===== src/rtl/noise_map_pkg.sv =====
// Shared definitions for the noise-selection map transmit path.
//   NOISE_W          width of a noise-select code
//   NOISE_PARK_CODE  idle/park code; matches the map core's reset value
//   nmtx_state_e     sequencer state encoding
package noise_map_pkg;

    localparam int NOISE_W = 16;
    localparam logic [NOISE_W-1:0] NOISE_PARK_CODE = 16'h7FFF;

    typedef enum logic [2:0] {
        NMTX_IDLE   = 3'd0,
        NMTX_LOAD   = 3'd1,
        NMTX_SETTLE = 3'd2,
        NMTX_MEAS   = 3'd3,
        NMTX_PARK   = 3'd4,
        NMTX_FIN    = 3'd5
    } nmtx_state_e;

endpackage


===== src/rtl/noise_map_step.sv =====
// Next-code / last-point evaluator for a code sweep.
//   cur        code currently applied
//   step       unsigned increment
//   last       final code of the sweep
//   next_code  cur + step (only meaningful when is_last = 0)
//   is_last    cur is the final point: step is zero, cur reached last,
//              or the next step would overshoot last (including 16-bit wrap)
module noise_map_step
    import noise_map_pkg::*;
(
    input  logic [NOISE_W-1:0] cur,
    input  logic [NOISE_W-1:0] step,
    input  logic [NOISE_W-1:0] last,
    output logic [NOISE_W-1:0] next_code,
    output logic               is_last
);

    // One extra bit so a sum past 16'hFFFF compares as larger than any last.
    logic [NOISE_W:0] sum;

    always_comb begin
        sum       = {1'b0, cur} + {1'b0, step};
        next_code = sum[NOISE_W-1:0];
        is_last   = (step == '0) || (cur == last) || (sum > {1'b0, last});
    end

endmodule


===== src/rtl/noise_map_tx.sv =====
// Transmit-side sequencer driving valid/noise_data into the noise map core.
// On start it walks codes cfg_first..cfg_last by cfg_step; each code is held
// with valid for VALID_HOLD cycles, then settles cfg_dwell cycles, then a
// meas_req/meas_ack handshake hands off to the measurement engine.
//   clk, rst_n                 clock, async active-low reset
//   start, abort               one-cycle control pulses
//   cfg_first/last/step/dwell  sweep configuration, captured on start
//   meas_ack                   measurement engine acknowledge
//   valid, noise_data          map core interface
//   meas_req                   level request to measurement engine
//   busy, done, aborted        status (done/aborted are one-cycle pulses)
//   cur_code                   code currently or last applied
module noise_map_tx
    import noise_map_pkg::*;
#(
    parameter int                 VALID_HOLD = 2,
    parameter int                 DWELL_W    = 12,
    parameter logic [NOISE_W-1:0] PARK_CODE  = NOISE_PARK_CODE,
    parameter bit                 RESTORE    = 1'b1
) (
    input  logic               clk,
    input  logic               rst_n,
    input  logic               start,
    input  logic               abort,
    input  logic [NOISE_W-1:0] cfg_first,
    input  logic [NOISE_W-1:0] cfg_last,
    input  logic [NOISE_W-1:0] cfg_step,
    input  logic [DWELL_W-1:0] cfg_dwell,
    input  logic               meas_ack,
    output logic               valid,
    output logic [NOISE_W-1:0] noise_data,
    output logic               meas_req,
    output logic               busy,
    output logic               done,
    output logic               aborted,
    output logic [NOISE_W-1:0] cur_code
);

    localparam int HOLD_W = (VALID_HOLD > 1) ? $clog2(VALID_HOLD) : 1;
    localparam logic [HOLD_W-1:0] HOLD_LAST = HOLD_W'(VALID_HOLD - 1);

    nmtx_state_e        state;
    logic [NOISE_W-1:0] sh_last;
    logic [NOISE_W-1:0] sh_step;
    logic [DWELL_W-1:0] sh_dwell;
    logic [NOISE_W-1:0] cur;
    logic [HOLD_W-1:0]  hold_cnt;
    logic [DWELL_W-1:0] dwell_cnt;

    logic [NOISE_W-1:0] nxt_code;
    logic               last_pt;

    noise_map_step u_step (
        .cur       (cur),
        .step      (sh_step),
        .last      (sh_last),
        .next_code (nxt_code),
        .is_last   (last_pt)
    );

    always_ff @(posedge clk or negedge rst_n) begin
        if (!rst_n) begin
            state      <= NMTX_IDLE;
            sh_last    <= '0;
            sh_step    <= '0;
            sh_dwell   <= '0;
            cur        <= PARK_CODE;
            hold_cnt   <= '0;
            dwell_cnt  <= '0;
            valid      <= 1'b0;
            noise_data <= PARK_CODE;
            cur_code   <= PARK_CODE;
            meas_req   <= 1'b0;
            busy       <= 1'b0;
            done       <= 1'b0;
            aborted    <= 1'b0;
        end else begin
            done    <= 1'b0;
            aborted <= 1'b0;
            // Abort beats everything outside IDLE; noise_data is left as-is so
            // the map core keeps whatever code it last latched.
            if (abort && state != NMTX_IDLE) begin
                state    <= NMTX_IDLE;
                valid    <= 1'b0;
                meas_req <= 1'b0;
                busy     <= 1'b0;
                aborted  <= 1'b1;
            end else begin
                case (state)
                    NMTX_IDLE: begin
                        // start+abort together in IDLE: nothing happens
                        if (start && !abort) begin
                            sh_last    <= cfg_last;
                            sh_step    <= cfg_step;
                            sh_dwell   <= cfg_dwell;
                            cur        <= cfg_first;
                            cur_code   <= cfg_first;
                            noise_data <= cfg_first;
                            valid      <= 1'b1;
                            hold_cnt   <= '0;
                            busy       <= 1'b1;
                            state      <= NMTX_LOAD;
                        end
                    end
                    NMTX_LOAD: begin
                        if (hold_cnt == HOLD_LAST) begin
                            valid <= 1'b0;
                            if (sh_dwell == '0) begin
                                meas_req <= 1'b1;
                                state    <= NMTX_MEAS;
                            end else begin
                                dwell_cnt <= sh_dwell;
                                state     <= NMTX_SETTLE;
                            end
                        end else begin
                            hold_cnt <= hold_cnt + 1'b1;
                        end
                    end
                    NMTX_SETTLE: begin
                        if (dwell_cnt == DWELL_W'(1)) begin
                            meas_req <= 1'b1;
                            state    <= NMTX_MEAS;
                        end else begin
                            dwell_cnt <= dwell_cnt - 1'b1;
                        end
                    end
                    NMTX_MEAS: begin
                        // Gate on the registered request so a stray ack that
                        // arrives before meas_req is up is ignored.
                        if (meas_req && meas_ack) begin
                            meas_req <= 1'b0;
                            if (last_pt) begin
                                if (RESTORE) begin
                                    valid      <= 1'b1;
                                    noise_data <= PARK_CODE;
                                    cur_code   <= PARK_CODE;
                                    hold_cnt   <= '0;
                                    state      <= NMTX_PARK;
                                end else begin
                                    state <= NMTX_FIN;
                                end
                            end else begin
                                cur        <= nxt_code;
                                cur_code   <= nxt_code;
                                noise_data <= nxt_code;
                                valid      <= 1'b1;
                                hold_cnt   <= '0;
                                state      <= NMTX_LOAD;
                            end
                        end
                    end
                    NMTX_PARK: begin
                        if (hold_cnt == HOLD_LAST) begin
                            valid <= 1'b0;
                            state <= NMTX_FIN;
                        end else begin
                            hold_cnt <= hold_cnt + 1'b1;
                        end
                    end
                    NMTX_FIN: begin
                        // done lands together with busy falling
                        done  <= 1'b1;
                        busy  <= 1'b0;
                        state <= NMTX_IDLE;
                    end
                    default: state <= NMTX_IDLE;
                endcase
            end
        end
    end

endmodule


===== config.mk =====
export PLATFORM = sky130hd
export DESIGN_NAME = noise_map_tx
export DESIGN_NICKNAME = d
export VERILOG_FILES = /design/src/rtl/noise_map_pkg.sv /design/src/rtl/noise_map_step.sv /design/src/rtl/noise_map_tx.sv
export SDC_FILE = /design/constraint.sdc
export NUM_CORES = 1
export LEC_CHECK = 0
export BUFFER_PORTS_ARGS = -buffer_cell sky130_fd_sc_hd__clkbuf_2
export CELL_PAD_IN_SITES_DETAIL_PLACEMENT = 1
export CELL_PAD_IN_SITES_GLOBAL_PLACEMENT = 2
export CORE_AREA = 2 2 132 134
export CTS_BUF_LIST = sky130_fd_sc_hd__clkbuf_16
export DETAILED_ROUTE_END_ITERATION = 8
export DIE_AREA = 0 0 134 136
export GPL_TIMING_DRIVEN = 0
export PLACE_DENSITY = 0.9
export SLEW_MARGIN = 20
export SYNTH_ARGS = -nofsm -noshare
export SYNTH_HDL_FRONTEND = slang
export SYNTH_SLANG_ARGS = --single-unit

===== constraint.sdc =====
create_clock -name clk -period 4.8 [get_ports clk]
set_input_delay 0.48 -clock clk [delete_from_list [all_inputs] [get_ports clk]]
set_output_delay 0.48 -clock clk [all_outputs]
set_load 0.01 [all_outputs]

==> key figures, run 1 <==
Critical path
  • Arrival @ worst endpoint: 4.82 ns
  • Crit. End Element: register
  • Critical Path Start: cur[12]
  • Worst Path Required: 5.05 ns
  • Kind of critical path: reg2reg
  • Peak fanout along the critical path: 10
  • Setup crit start kind: register
  • CP cell instances: ha_1 > a21oi_1 > a21bo_2 > nor3_1 > a2111oi_0 > o311ai_1 > ha_1 > nand2_1 > nor4_1 > a21boi_0 > a2111oi_0 > o21ai_2 > a21boi_4 > buf_6 > mux2_4
  • R2r startpoint: cur[12]
  • Worst-path cell with the longest stage delay: dfstp_2
  • CP max stage delay: 0.57 ns

Clocking
  • CTS tree: done
  • Root buffer cell: clkbuf_16
  • CTS Buf Count: 9
  • Htree depth: 3
  • Clock sinks: 97
  • Worst-case clock buffer depth: 2
  • Clock transition at the registers of the reported paths: 0.08 ns
  • Clk_lat worst skew: 0.36 ns

Finish
  • Antenna Cells: 0
  • Finished Layout Cells: 944
  • Commonest non-fill, non-tap cell in the layout: clkbuf_2
  • Fin util: 42.2%
  • Commonest non-fill, non-tap cells in the layout: 100 x clkbuf_2, 67 x dfrtp_1, 50 x nand2_1
  • Layout cell share with drive strength beyond 1: 33.8%
  • Area Growth Syn to Fin: 19.7%
  • Post-layout net count: 814

Die
  • Die Span Y: 136 um
  • Die W: 134 um
  • CORE AREA: 16,900 um2
  • Die footprint: 18,200 um2
  • Initial Utilization: 35.2%
  • # rows: 48
  • I/O pins: 102

Global routing
  • Global Route Usage Sum: 19.9%
  • Initial antenna violation count: 0
  • Largest net degree at the start of global routing: 76
  • Grt ovf: 0
  • Global-route wire length before repair: 28,300 um
  • Vias in the first global route: 5,381

Drt
  • Final WL: 17,500 um
  • Routed wire length per instance: 18.5 um
  • Drt drc: 0
  • Via count: 4,962
  • Detailed-route vias per instance: 5.26
  • First-pass detailed-route iteration total: 4
  • Antenna Nets Post-Route: 0
  • 1st-iter DRT viols: 221

STA
  • Unrepaired setup endpoints after global routing: false
  • Final Skew: 0.0118 ns
  • Fmax: 0.219 GHz
  • Max_slew headroom: 45.1%
  • Final hold vios: 0
  • Final setup viols: 0
  • Setup TNS Final: 0 ns
  • Period minus WS final: 4.57 ns
  • Final-report max-slew violation count: 0
  • Hold_ws: 0.346 ns
  • Tightest Pin Transition: 0.815 ns
  • Final period util: 95.3%
  • Setup WS post-layout: 0.226 ns

Pwr
  • Net switching power: 2.89 mW
  • Peak supply drop: 0.000344 V
  • Internal cell power: 3.43 mW
  • Pleak: 3.29 nW
  • Sw Share: 45.7%
  • Seq pwr share: 28.2%
  • Part of the power in the clock network: 12.8%
  • Power per Cell Area: 888 nW/um2
  • Comb pwr share: 59.0%

Logic synthesis
  • Mapped Area: 5940 um2
  • Predominant post-synthesis flop cell: dfrtp_1
  • Post-synth cell types: 60
  • Post-Syn Nets: 698
  • FF+latch count, synth: 97
  • Post-synthesis cell count: 598
  • Number of synthesized flops with an enable pin: 0
  • Sequential cell area fraction in the yosys report: 41.5%
  • Yosys Warn Count: 0
  • Synthesized area per cell: 9.94 um2
  • Post-synth ARST share: 100%

Worst hold path
  • Min-delay src: cfg_last[15]
  • Hold Crit Class: in2reg

Job
  • MaxCap Viol Count: 0

Placed design
  • GPL Wtd Cong: 0.874
  • IO Port Bufs: 101
  • Final HPWL DP: 13,800 um
  • Dpl ws: 0.0218 ns
  • Placed Cells: 925

Status
  • Status: completed
-- cell families (layout without fill, tap and decap cells) --
kind of cell	after synthesis	in the layout	synth area share (%)
xor+xnor	29	29	4.27
simple gates	168	168	13.5
flops	97	97	41.5
fa+ha+maj	35	35	7.50
mux	62	62	12.4
buf+inv	68	189	5.73
compound gates	139	139	15.1
-- path summary, 6_finish.rpt --
path / endpoint / slack, ns / cells after the start
setup / recovery: cur[15] / 0.23 / 15
hold / removal: sh_last[15] / 0.35 / 2
setup reg to reg: cur[15] / 0.23 / 15
hold reg to reg: valid / 0.48 / 1
max in group asynchronous: cur[13] / 3.59 / 3
min in group asynchronous: sh_last[14] / 0.54 / 2
-- cell type report --
cell class | instances | area [um2]
plain buffers | 39 | 231
clock buffers | 9 | 225
clock inverters | 7 | 98.8
fillers | 1935 | 9760
inverters | 29 | 109
multi-input cells | 433 | 3140
flip-flops and latches | 97 | 2460
well taps | 225 | 282
repair buffers | 105 | 567
-- synth_stat cells (all sizes together), types with 5 or more instances --
| cell | n | area (um2) |
|---|---|---|
| a21oi | 35 | 175 |
| nand3 | 7 | 35.0 |
| dfstp | 30 | 788 |
| xor2 | 20 | 175 |
| o21ai | 38 | 194 |
| clkbuf | 18 | 67.6 |
| nand4 | 6 | 37.5 |
| mux2 | 60 | 717 |
| nor2 | 44 | 165 |
| and3 | 6 | 37.5 |
| inv | 29 | 109 |
| xnor2 | 9 | 78.8 |
| nand2 | 50 | 188 |
| a31oi | 16 | 100 |
| a211oi | 7 | 57.6 |
| or2 | 5 | 31.3 |
| ha | 34 | 425 |
| dfrtp | 67 | 1680 |
| nor3 | 15 | 75.1 |
| nor4 | 17 | 106 |
| buf | 21 | 164 |
| a21o | 10 | 76.3 |
-- layer usage --
layer / up-vias / routed length, um / GRT usage, %
met5: - / 0 / 0
met4: 0 / 265 / 4.85
met3: 21 / 485 / 3.43
met2: 82 / 9080 / 36.5
met1: 2489 / 7630 / 24.3
li1: 2370 / - / -
-- worst max-delay path: cells and delay by family (launching register included) --
| family | cells | cell delay (ns) |
|---|---|---|
| compound gates | 8 | 2.12 |
| fa+ha+maj | 2 | 0.68 |
| buf+inv | 1 | 0.19 |
| flops | 1 | 0.57 |
| mux | 1 | 0.30 |
| simple gates | 3 | 0.59 |
-- per-stage QoR --
stage	power, mW	instance area, um2
after floorplan	4.23	5940
after global placement	5.19	6730
after detailed placement	5.39	6770
after CTS	6.27	7100
after global routing	6.84	7110
final	6.31	7110
-- timing repair --
action,CTS,global route
endpoints found under the setup margin,2,29
gates resized for setup,1,1
setup buffers,0,2
pin swaps,0,1
hold buffers,1,0
hold endpoints to repair,22,0
-- flip-flops by register name, indices dropped and copies added, names as in the netlist, 3 cells and up --
signal     flops
cur           16
cur_code      16
dwell_cnt     12
sh_dwell      12
sh_last       16
sh_step       16
state          3
-- power groups by stage --
stage | Sequential (mW) | Clock (mW) | Combinational (mW)
floorplan | 1.65 | 0 | 2.58
global placement | 1.76 | 0 | 3.43
detailed placement | 1.78 | 0 | 3.60
CTS | 1.77 | 0.823 | 3.67
global route | 1.84 | 0.859 | 4.14
finish | 1.78 | 0.810 | 3.73
Note: power is estimated with default switching activity, not from simulation.
==> inputs of run 2 (changes only) <==
--- a/config.mk
+++ b/config.mk
@@ -12,7 +12,6 @@
 export CTS_BUF_LIST = sky130_fd_sc_hd__clkbuf_16
 export DETAILED_ROUTE_END_ITERATION = 8
 export DIE_AREA = 0 0 134 136
-export GPL_TIMING_DRIVEN = 0
 export PLACE_DENSITY = 0.9
 export SLEW_MARGIN = 20
 export SYNTH_ARGS = -nofsm -noshare
==> run 2 against run 1 <==
Global-route usage down 1.1 points. Sequential power hardly changed. Worst setup slack improved by 0.097 ns. Core utilization decreased by 1.6 points. Critical path depth grew 1. Critical path type unchanged. Highest routed layer unchanged.
==> key figures, run 2 (same netlist as run 1, synthesis figures left out) <==
Finish
  • Register area: 2460 um2
  • Final Cell Area: 6840 um2
  • Post-layout net count: 777
  • Area Growth Syn to Fin: 15.1%
  • Antenna Cells: 0
  • Layout cell share with drive strength beyond 1: 33.3%
  • Finished Layout Cells: 907
  • Fin util: 40.5%
  • Area of the multi-input gates: 3150 um2
  • Commonest non-fill, non-tap cell in the layout: clkbuf_2
  • Fill cells: 1,938
  • Commonest non-fill, non-tap cells in the layout: 100 x clkbuf_2, 67 x dfrtp_1, 50 x nand2_1

Drt
  • 1st-iter DRT viols: 222
  • Final WL: 16,700 um
  • Drt drc: 0
  • Routed wire length per instance: 18.4 um
  • Via count: 4,754
  • First-pass detailed-route iteration total: 4
  • Antenna Nets Post-Route: 0
  • Detailed-route vias per instance: 5.24

Global routing
  • Global Route Usage Sum: 18.8%
  • Vias in the first global route: 5,082
  • Initial antenna violation count: 0
  • Grt ovf: 0
  • Global-route wire length before repair: 26,500 um
  • Largest net degree at the start of global routing: 55

STA
  • Final Skew: 0.00905 ns
  • Tightest Pin Transition: 1.07 ns
  • Period minus WS final: 4.48 ns
  • Final-report max-slew violation count: 0
  • Fmax: 0.223 GHz
  • Unrepaired setup endpoints after global routing: false
  • Final setup viols: 0
  • Max_slew headroom: 28.9%
  • Setup TNS Final: 0 ns
  • Hold_ws: 0.174 ns
  • Final hold vios: 0
  • Setup WS post-layout: 0.323 ns
  • Final period util: 93.3%

Clocking
  • Cts hold-fix bufs: 0
  • Clk_lat worst skew: 0.36 ns
  • Post-CTS setup buffers: 0
  • CTS tree: done
  • Htree depth: 3
  • PostCTS Resize Cnt: 0
  • Worst-case clock buffer depth: 2
  • Clock transition at the registers of the reported paths: 0.07 ns
  • Clock sinks: 97
  • CTS Buf Count: 9
  • Root buffer cell: clkbuf_16

Job
  • MaxCap Viol Count: 0

Critical path
  • CP Buf/Inv Count: 1
  • Setup crit start kind: register
  • Delay-heaviest family, CP: compound AO/OA/AOI/OAI gates
  • Arrival @ worst endpoint: 4.76 ns
  • CP max stage delay: 0.46 ns
  • CP cell instances: ha_1 > fa_1 > a211oi_2 > o211ai_2 > a31o_2 > a21oi_1 > xnor2_1 > ha_1 > a21o_1 > a21oi_1 > o21ai_0 > a2111oi_2 > o21ai_2 > a21boi_4 > buf_4 > mux2_4
  • Worst-path cell with the longest stage delay: fa_1
  • Kind of critical path: reg2reg
  • Peak fanout along the critical path: 15
  • Crit. End Element: register
  • Worst Path Required: 5.09 ns

Status
  • Status: completed

Placed design
  • Dpl ws: 0.204 ns
  • Final HPWL DP: 13,100 um
  • GPL Wtd Cong: 0.893
  • IO Port Bufs: 101
  • Placed Cells: 891
  • Placed standard-cell area: 6550 um2

Pwr
  • Peak supply drop: 0.000341 V
  • Pleak: 3.15 nW
  • Total power: 6.03 mW
  • Power per Cell Area: 882 nW/um2

Die
  • Die Span Y: 136 um
  • Die footprint: 18,200 um2
  • I/O pins: 102
  • # rows: 48
  • Die W: 134 um
  • CORE AREA: 16,900 um2
  • Initial Utilization: 35.2%

Worst hold path
  • Hold Crit Class: in2async
## run 2: cell types whose count changed in the layout (fill, tap and decap cells not counted), moves of 2 or more
cell | before | now
bufinv_16 | 2 | 0
buf_4 | 18 | 7
buf_6 | 3 | 0
buf_2 | 2 | 0
clkbuf_1 | 18 | 0
## run 2: worst reg2reg max path: stages, from the launching register on
cell and delay (ns):
dfrtp_1 0.41, ha_1 0.26, fa_1 0.46, a211oi_2 0.27, o211ai_2 0.16, a31o_2 0.29, a21oi_1 0.19, xnor2_1 0.21
ha_1 0.31, a21o_1 0.18, a21oi_1 0.12, o21ai_0 0.10, a2111oi_2 0.43, o21ai_2 0.20, a21boi_4 0.20, buf_4 0.28
mux2_4 0.34
## run 2: final timing paths
path                           endpoint  depth (start not counted)  slack [ns]           from
hold / removal               sh_step[6]                          1        0.17          rst_n
min in group clk           sh_dwell[11]                          2        0.34  cfg_dwell[11]
hold reg to reg                   valid                          1        0.50          valid
max in group asynchronous    sh_last[9]                          2        3.55          rst_n
setup reg to reg                 cur[0]                         16        0.32     sh_step[0]
setup / recovery                 cur[0]                         16        0.32     sh_step[0]
## run 2: cell type report
type	instances	area share [%]
inverter	29	1.59
multi-input combinational	433	46.0
sequential	97	36.0
tap	225	4.11
clock buffer	9	3.29
timing repair buffer	107	8.08
clock inverter	7	0.841
## run 2: where the power goes
group          switching, mW  total [mW]  leakage [nW]  internal (mW)
logic                   2.01        3.53          1.89           1.52
clock network          0.354       0.715         0.137          0.361
registers              0.471        1.79          1.12           1.32
total                   2.84        6.03          3.15           3.20
## run 2: per-layer routing
metal | vias up | part of all wire (%) | track usage, %
met4 | 0 | 1.4 | 5.20
li1 | 2283 | - | -
met3 | 19 | 2.9 | 3.21
met2 | 75 | 52 | 34.0
met1 | 2377 | 44 | 23.0
met5 | - | 0 | 0
==> inputs of run 3 (changes only) <==
--- a/config.mk
+++ b/config.mk
@@ -8,11 +8,11 @@
 export BUFFER_PORTS_ARGS = -buffer_cell sky130_fd_sc_hd__clkbuf_2
 export CELL_PAD_IN_SITES_DETAIL_PLACEMENT = 1
 export CELL_PAD_IN_SITES_GLOBAL_PLACEMENT = 2
-export CORE_AREA = 2 2 132 134
+export CORE_AREA = 2 2 144 146
 export CTS_BUF_LIST = sky130_fd_sc_hd__clkbuf_16
 export DETAILED_ROUTE_END_ITERATION = 8
-export DIE_AREA = 0 0 134 136
-export PLACE_DENSITY = 0.9
+export DIE_AREA = 0 0 146 148
+export PLACE_DENSITY = 0.79
 export SLEW_MARGIN = 20
 export SYNTH_ARGS = -nofsm -noshare
 export SYNTH_HDL_FRONTEND = slang
==> run 3 against run 2 <==
Non-clock buffer count is the same. Die area grew 19%. Combinational power is essentially flat. Fmax shrank 0.98%. Global-route usage shrank 2.1 points. Flip-flop and latch count is the same. Via count grew 1.7%. Clock power shrank 1%. Core utilization shrank 6.0 points. Clock skew shrank 0.00097 ns. Cell count grew 5.0%. Count of clock-buffer cells in the layout grew 1. Critical path type unchanged. Largest power group unchanged.
==> key figures, run 3 (same netlist as run 1, synthesis figures left out) <==
Placed design
  • IO Port Bufs: 101
  • Final HPWL DP: 13,500 um
  • GPL Wtd Cong: 0.830
  • Placed standard-cell area: 6620 um2

Global routing
  • Initial antenna violation count: 0
  • Global-route wire length before repair: 28,200 um
  • Grt ovf: 0
  • Global Route Usage Sum: 16.6%
  • Vias in the first global route: 5,208
  • Largest net degree at the start of global routing: 61

Die
  • I/O pins: 102
  • Die W: 146 um
  • CORE AREA: 20,000 um2
  • Die Span Y: 148 um
  • Die footprint: 21,600 um2
  • # rows: 52
  • Initial Utilization: 29.7%

Pwr
  • Seq pwr share: 29.8%
  • Comb pwr share: 58.6%
  • Pleak: 3.16 nW
  • Peak supply drop: 0.000232 V
  • Sw Share: 47.1%
  • Part of the power in the clock network: 11.6%
  • Net switching power: 2.86 mW
  • Power per Cell Area: 879 nW/um2
  • Internal cell power: 3.22 mW

STA
  • Final Skew: 0.00808 ns
  • Max_slew headroom: 30.7%
  • Final-report max-slew violation count: 0
  • Final setup viols: 0
  • Setup TNS Final: 0 ns
  • Tightest Pin Transition: 1.04 ns
  • Final hold vios: 0
  • Period minus WS final: 4.52 ns
  • Fmax: 0.221 GHz
  • Unrepaired setup endpoints after global routing: false
  • Final period util: 94.2%

Drt
  • Routed wire length per instance: 18.2 um
  • 1st-iter DRT viols: 269
  • Drt drc: 0
  • Via count: 4,835
  • Final WL: 17,300 um
  • Antenna Nets Post-Route: 0
  • First-pass detailed-route iteration total: 4
  • Detailed-route vias per instance: 5.08

Clocking
  • Cts hold-fix bufs: 0
  • Root buffer cell: clkbuf_16
  • Clock sinks: 97
  • Worst-case clock buffer depth: 2
  • Clock transition at the registers of the reported paths: 0.07 ns
  • CTS tree: done
  • Clk_lat worst skew: 0.36 ns
  • Htree depth: 3
  • CTS Buf Count: 9

Finish
  • Post-layout net count: 777
  • Area Growth Syn to Fin: 16.4%
  • Layout cell share with drive strength beyond 1: 32.8%
  • Commonest non-fill, non-tap cell in the layout: clkbuf_2
  • Antenna Cells: 0
  • Final Cell Area: 6920 um2
  • Commonest non-fill, non-tap cells in the layout: 100 x clkbuf_2, 67 x dfrtp_1, 50 x nand2_1

Worst hold path
  • Hold Crit Class: in2async

Critical path
  • R2r setup slk: 0.28 ns
  • Critical Path Start: sh_step[0]
  • Kind of critical path: reg2reg
  • Setup crit start kind: register
  • RR Endpoint: cur[15]
  • R2r startpoint: sh_step[0]
  • Crit. End Element: register
  • Peak fanout along the critical path: 25
  • Crit path to: cur[15]
  • Worst Path Required: 5.05 ns
  • Arrival @ worst endpoint: 4.77 ns
  • Worst r2r path cells: 16

Status
  • Status: completed

Job
  • MaxCap Viol Count: 0
[run 3: cell count changes in the layout (fill, tap and decap cells not counted), sizes merged]
cell	before	now
clkbuf	109	110
clkinv	1	5
inv	34	30
clkinvlp	1	0
[run 3: area by class of cell]
class | count | area, um2
Fill cell | 2355 | 13100
Multi-Input combinational cell | 433 | 3160
Sequential cell | 97 | 2460
Timing Repair Buffer | 107 | 566
Tap cell | 270 | 338
Clock buffer | 10 | 250
Inverter | 29 | 109
Clock inverter | 6 | 32.5
[run 3: per-layer routing]
layer  up-vias  GRT usage, %  share of wire, %
li1       2292             -                 -
met1      2411          23.2                49
met2       118          26.6                45
met3        14          2.07               4.4
met4         0          5.92               1.7
met5         -             0                 0
[run 3: power groups by stage]
stage	logic [mW]	registers, mW	clock network, mW
floorplan	2.58	1.65	0
global placement	3.33	1.79	0
detailed placement	3.50	1.82	0
CTS	3.52	1.81	0.729
global route	3.97	1.88	0.760
finish	3.56	1.81	0.705
[run 3: through the flow]
stage | power (mW) | utilization [%] | worst slack (ns) | instances | hold WS [ns]
global route | 6.61 | 34.5 | 0.0327 | 952 | 0.137
finish | 6.08 | 34.5 | 0.279 | 952 | 0.0952
detailed placement | 5.32 | 33.0 | 0.106 | 936 | 0.472
CTS | 6.07 | 34.5 | 0.0893 | 952 | 0.110
floorplan | 4.23 | - | 0.720 | 598 | 0.184
global placement | 5.12 | 33.0 | 0.316 | 936 | 0.464
[run 3: worst min path at each step]
stage | cells past startpoint | to | slack (ns) | start
6_report | 1 | sh_dwell[9] | 0.1 | rst_n
5_1_grt | 1 | dwell_cnt[1] | 0.14 | rst_n
4_1_cts | 1 | dwell_cnt[1] | 0.11 | rst_n
3_5_place_dp | 1 | valid | 0.47 | valid
3_3_place_gp | 1 | valid | 0.46 | valid
2_1_floorplan | 0 | aborted | 0.18 | rst_n
[run 3: worst max-delay path: stages, from the launching register on]
cell and delay (ns):
dfrtp_1 0.41, ha_1 0.26, fa_1 0.44, a211oi_2 0.26, o211ai_2 0.17, a31o_2 0.29
a21oi_1 0.17, xnor2_1 0.26, ha_1 0.34, a21o_1 0.18, a21oi_1 0.15, o21ai_0 0.12
a2111oi_2 0.42, o21ai_2 0.19, a21boi_4 0.22, buf_12 0.20, mux2_4 0.31
[run 3: timing repair]
item,CTS,global route
buffers inserted,0,0
endpoints found under the setup margin,0,28
gates resized for setup,0,3
